## src/rtl/regfile_sb.sv

```systemverilog
// rtl/regfile_sb.sv - Synchronous-write, bypassed-read register file with pending-write scoreboard
module regfile_sb #(
    parameter int XLEN  = 32,
    parameter int NREGS = 32,
    localparam int AW   = $clog2(NREGS)
) (
    input  logic                    clk,
    input  logic                    rst_n,
    input  logic [AW-1:0]           rs1,
    input  logic [AW-1:0]           rs2,
    input  logic [AW-1:0]           rd,
    input  logic                    use1,
    input  logic                    use2,
    input  logic                    issue,
    input  logic                    issue_wr,
    input  logic                    flush,
    input  logic                    write,
    input  logic [AW-1:0]           wd,
    input  logic signed [XLEN-1:0]  wdata,
    output logic signed [XLEN-1:0]  data1,
    output logic signed [XLEN-1:0]  data2,
    output logic                    stall,
    output logic [NREGS-1:0]        busy
);

    logic [XLEN-1:0]  regs [NREGS];
    logic [NREGS-1:0] busy_q;
    logic [NREGS-1:0] busy_next;

    logic wr_en;
    logic byp1;
    logic byp2;
    logic byp_rd;
    logic hit1;
    logic hit2;
    logic waw;
    logic accept;

    // Writes to x0 are dropped so the zero register never changes
    assign wr_en  = write && (wd != '0);

    // A writeback aimed at the index being read satisfies the read this cycle
    assign byp1   = write && (wd == rs1);
    assign byp2   = write && (wd == rs2);
    assign byp_rd = write && (wd == rd);

    // Operand read: x0 forced to zero, then same-cycle bypass, then the array
    always_comb begin
        data1 = '0;
        data2 = '0;
        if (rs1 != '0) begin
            data1 = byp1 ? wdata : $signed(regs[rs1]);
        end
        if (rs2 != '0) begin
            data2 = byp2 ? wdata : $signed(regs[rs2]);
        end
    end

    // Hazard detection: RAW on either used source, WAW on the destination;
    // a retiring write to the same register already resolves the hazard
    always_comb begin
        hit1   = use1 && busy_q[rs1] && !byp1;
        hit2   = use2 && busy_q[rs2] && !byp2;
        waw    = issue_wr && (rd != '0) && busy_q[rd] && !byp_rd;
        stall  = issue && !flush && (hit1 || hit2 || waw);
        accept = issue && !stall && !flush;
    end

    // Next pending vector: flush wipes everything, otherwise clear on retire
    // then set on accept so a new claim outlives a same-cycle retire
    always_comb begin
        busy_next = busy_q;
        if (flush) begin
            busy_next = '0;
        end else begin
            if (wr_en) begin
                busy_next[wd] = 1'b0;
            end
            if (accept && issue_wr && (rd != '0)) begin
                busy_next[rd] = 1'b1;
            end
        end
    end

    // Scoreboard state; bit 0 can never be set because rd==0 is excluded
    always_ff @(posedge clk) begin
        if (!rst_n) begin
            busy_q <= '0;
        end else begin
            busy_q <= busy_next;
        end
    end

    // Register array; reset discards any writeback on the same edge,
    // while flush does not stop an in-flight write from committing
    always_ff @(posedge clk) begin
        if (!rst_n) begin
            for (int i = 0; i < NREGS; i++) begin
                regs[i] <= '0;
            end
        end else if (wr_en) begin
            regs[wd] <= wdata;
        end
    end

    assign busy = {busy_q[NREGS-1:1], 1'b0};

endmodule

```

## config.mk

```make
export PLATFORM = sky130hd
export DESIGN_NAME = regfile_sb
export DESIGN_NICKNAME = d
export VERILOG_FILES = /design/src/rtl/regfile_sb.sv
export SDC_FILE = /design/constraint.sdc
export NUM_CORES = 2
export LEC_CHECK = 0
export BUFFER_PORTS_ARGS = -buffer_cell sky130_fd_sc_hd__clkbuf_2
export CAP_MARGIN = 20
export CELL_PAD_IN_SITES_DETAIL_PLACEMENT = 2
export CELL_PAD_IN_SITES_GLOBAL_PLACEMENT = 2
export CORE_ASPECT_RATIO = 0.8
export CORE_MARGIN = 2
export CORE_UTILIZATION = 43
export DETAILED_ROUTE_END_ITERATION = 16
export GPL_TIMING_DRIVEN = 0
export HOLD_SLACK_MARGIN = 0.02
export PLACE_DENSITY_LB_ADDON = 0.1
export SLEW_MARGIN = 20
export SYNTH_ARGS = -nofsm -noshare
export SYNTH_HDL_FRONTEND = slang
export SYNTH_SLANG_ARGS = --single-unit
```

## constraint.sdc

```tcl
create_clock -name clk -period 2.8 [get_ports clk]
set_clock_uncertainty 0.2 [all_clocks]
set_input_delay 0.56 -clock clk [delete_from_list [all_inputs] [get_ports clk]]
set_output_delay 0.56 -clock clk [all_outputs]
set_load 0.01 [all_outputs]
```

==> impl_metrics.env <==
export IMPL_worstPathRequired_ns=2.04
export IMPL_max_cap_violations=0
export IMPL_period_needed_ns=3.823
export IMPL_syn_inst=3787
export IMPL_routed_wl_um=287600
export IMPL_area_delta_synth_final_pct=22.28
export IMPL_ys_seq_area_frac=0.5420
export IMPL_die_w_um=414.3
export IMPL_synth_top_area_frac=0.5309
export IMPL_finalCritPeriodShare=1.365
export IMPL_antenna_found_initial=17
export IMPL_num_rows=120
export IMPL_synthTopCellsByArea="edfxtp_1 (53%), mux4_2 (24%), and2_1 (11%), mux2i_1 (2.4%), clkbuf_1 (1.8%)"
export IMPL_hpwl_um=198200
export IMPL_worstPathCellList="clkbuf_16 > buf_16 > buf_16 > buf_8 > mux4_2 > mux2i_1 > mux4_2 > a211oi_4 > buf_2"
export IMPL_cts_tree="built"
export IMPL_syn_area_sq_mm=0.05792
export IMPL_grt_pass1_wl_um=381100
export IMPL_synthXorXnorAreaFrac=0.002268
export IMPL_ys_ff_latch=1056
export IMPL_ff_latch_area_sq_mm=0.03144
export IMPL_core_sq_mm=0.1338
export IMPL_fill_cells=11800
export IMPL_synthMuxAreaShare=0.2592
export IMPL_via_per_inst=6.964
export IMPL_synthSimpleGateAreaFrac=0.1345
export IMPL_dieArea_sq_mm=0.1377
export IMPL_die_height_um=332.3
export IMPL_drtPass1Iterations=5
export IMPL_async_flop_share=0
export IMPL_p_comb_frac=0.179
export IMPL_hold_viol=0
export IMPL_htreeDepth=3
export IMPL_layout_cells_non_filler=6102
export IMPL_place_inst=5753
export IMPL_yosysTopAreaCell="edfxtp_1"
export IMPL_placed_area_sq_mm=0.06247
export IMPL_slowest_stage="a211oi_4"
export IMPL_grt_usage=0.4105
export IMPL_cts_sinks=1056
export IMPL_hold_class="in -> reg"
export IMPL_seqPwrFrac=0.453
export IMPL_final_area_sq_mm=0.07082
export IMPL_clk_path_buf_depth=3
export IMPL_start_util=0.4329
export IMPL_final_util=0.5294
export IMPL_drt_iter0_markers=6697
export IMPL_setup_tns_ns=-59.81
export IMPL_worst_pin_slew_ns=0.9104
export IMPL_synth_adder_area_share=0
export IMPL_synth_edf_count=1024
export IMPL_end_kind="output pin"
export IMPL_drive_gt1_frac=0.3774
export IMPL_power_density_mw_per_mm2=583.8
export IMPL_fin_nets=4292
export IMPL_holdWs_ns=0.06368
export IMPL_status="finished, violations left"
export IMPL_syn_avg_cell_area_sq_um=15.29
export IMPL_synth_compound_area_frac=0.02392
export IMPL_power_leakage_nw=24.73
export IMPL_boundaryPins=157
export IMPL_drc=0
export IMPL_overflow=0
export IMPL_via_count=42500
export IMPL_grt_pass1_vias=43070
export IMPL_io_buffers=142
export IMPL_worst_slack_ns=-1.023
export IMPL_insertion_delay_ns=0.77
export IMPL_irDropWorstVdd_v=0.0005361
export IMPL_yosys_most_used_dff="edfxtp_1"
export IMPL_dp_slack_ns=-2.398
export IMPL_ys_warn_count=0
export IMPL_grt_setup_unrepaired="true"
export IMPL_critPathMaxStageDelay_ns=0.55
export IMPL_path_max_fanout=10
export IMPL_clkPwrFrac=0.368
export IMPL_grt_start_max_net_pins=34
export IMPL_multiInputGateArea_sq_mm=0.02640
export IMPL_ant_nets=0
export IMPL_cts_root_buf="clkbuf_16"
export IMPL_swShare=0.2884
export IMPL_power_mw=41.35
export IMPL_wl_per_cell_um=47.13
export IMPL_clock_fmax_ghz=0.2616
export IMPL_clk_pin_slew_worst_paths_ns=0.07
export IMPL_critical_path_class="in -> out"
export IMPL_worst_ep_arrival_time_ns=3.06
export IMPL_violations="negative setup slack"
export IMPL_cts_buffers=114
export IMPL_gp_congestion=1.007
export IMPL_p_switching_mw=11.92
export IMPL_synth_top_family_by_area="multiplexers"
export IMPL_power_internal_mw=29.42
export IMPL_slew_viol_final=0
export IMPL_final_setup_viol_count=187
export IMPL_start_kind="input pin"
export IMPL_synth_cell_types=47
export IMPL_timing_slew_headroom=0.3931
-- cells by family (layout without fill, tap and decap cells) --
| kind of cell | Yosys count | in the layout |
|---|---|---|
| buf+inv | 449 | 952 |
| other cells | 1 | 44 |
| flops | 1056 | 1056 |
| mux | 742 | 742 |
| simple gates | 1332 | 1332 |
| compound gates | 192 | 192 |
| xor+xnor | 15 | 15 |
-- cells in the mapped netlist, drive strengths merged, types with 2 or more instances --
| master | count |
|---|---|
| nand3b | 3 |
| nor3b | 4 |
| nor2 | 102 |
| dfxtp | 32 |
| nand2 | 101 |
| inv | 8 |
| nand2b | 5 |
| a32o | 9 |
| a311oi | 3 |
| a211oi | 102 |
| buf | 170 |
| nand3 | 52 |
| nand4 | 4 |
| and2 | 1015 |
| and3 | 17 |
| nor4 | 6 |
| mux4 | 606 |
| nor2b | 9 |
| xnor2 | 3 |
| xor2 | 12 |
| mux2i | 136 |
| clkbuf | 271 |
| nor3 | 9 |
| o31ai | 19 |
| a21oi | 36 |
| edfxtp | 1024 |
| nor4b | 2 |
| o21ai | 4 |
| a311o | 4 |
| a22oi | 11 |
-- path summary, 6_finish.rpt --
check	startpoint	endpoint	slack, ns	cells past startpoint
max	rs1[0]	data1[25]	-1.02	9
min	wdata[21]	regs[6][21]	0.06	2
max reg2reg	busy_q[27]	busy_q[11]	0.14	9
min reg2reg	busy_q[29]	busy_q[29]	0.34	2
-- power groups by stage --
stage               clock network (mW)  logic (mW)  registers (mW)
global route                      15.7        7.38            18.8
floorplan                            0        3.37            18.8
CTS                               15.1        6.99            18.7
global placement                     0        5.83            18.9
finish                            15.2        7.38            18.7
detailed placement                   0        6.03            19.0
-- cells in the final DEF, fill, tap and decap left out, types with 70 or more instances in the layout --
cell       netlist  layout
buf_4           72     114
mux4_2         606     606
nor2_1         102      78
clkbuf_1       271     167
clkbuf_2         0     199
mux2i_1        136      74
edfxtp_1      1024    1024
and2_1        1014    1009
clkbuf_16        0     128
nand2_1        101      70
-- sequential cells by signal, indices dropped and copies added (netlist names) --
register and cells:
busy_q 32, regs 1024
-- layout make-up --
cell class                      instances  area share
Clock inverter                         65    0.007261
Multi-Input combinational cell       2314      0.3727
Timing Repair Buffer                  302     0.04491
Clock buffer                          141     0.04261
Sequential cell                      1056      0.4439
Tap cell                             1769     0.03125
Buffer                                436     0.05634
Antenna cell                           11   0.0003887
Inverter                                8   0.0005654
-- layer usage --
layer,vias to the layer above,share of wire,GRT usage
met1,22970,0.37,0.5413
met3,833,0.12,0.1208
met4,8,0.071,0.2257
met2,3223,0.44,0.6106
li1,15460,-,-
met5,-,0.0011,0.009339
-- repair_timing --
| item | CTS | global route |
|---|---|---|
| endpoints found under the setup margin | 968 | 625 |
| pin swaps | 58 | 45 |
| resized for setup | 645 | 175 |
| hold endpoints to repair | 18 | 0 |
| gates cloned | 22 | 5 |
| setup buffers | 73 | 27 |
| hold buffers | 15 | 0 |
-- critical path, delay by kind of cell --
| family | cells | cell delay, ns |
|---|---|---|
| AOI/OAI and AO/OA | 1 | 0.55 |
| muxes | 3 | 0.97 |
| buffers and inverters | 5 | 0.92 |
(Power assumes the default switching activity.)
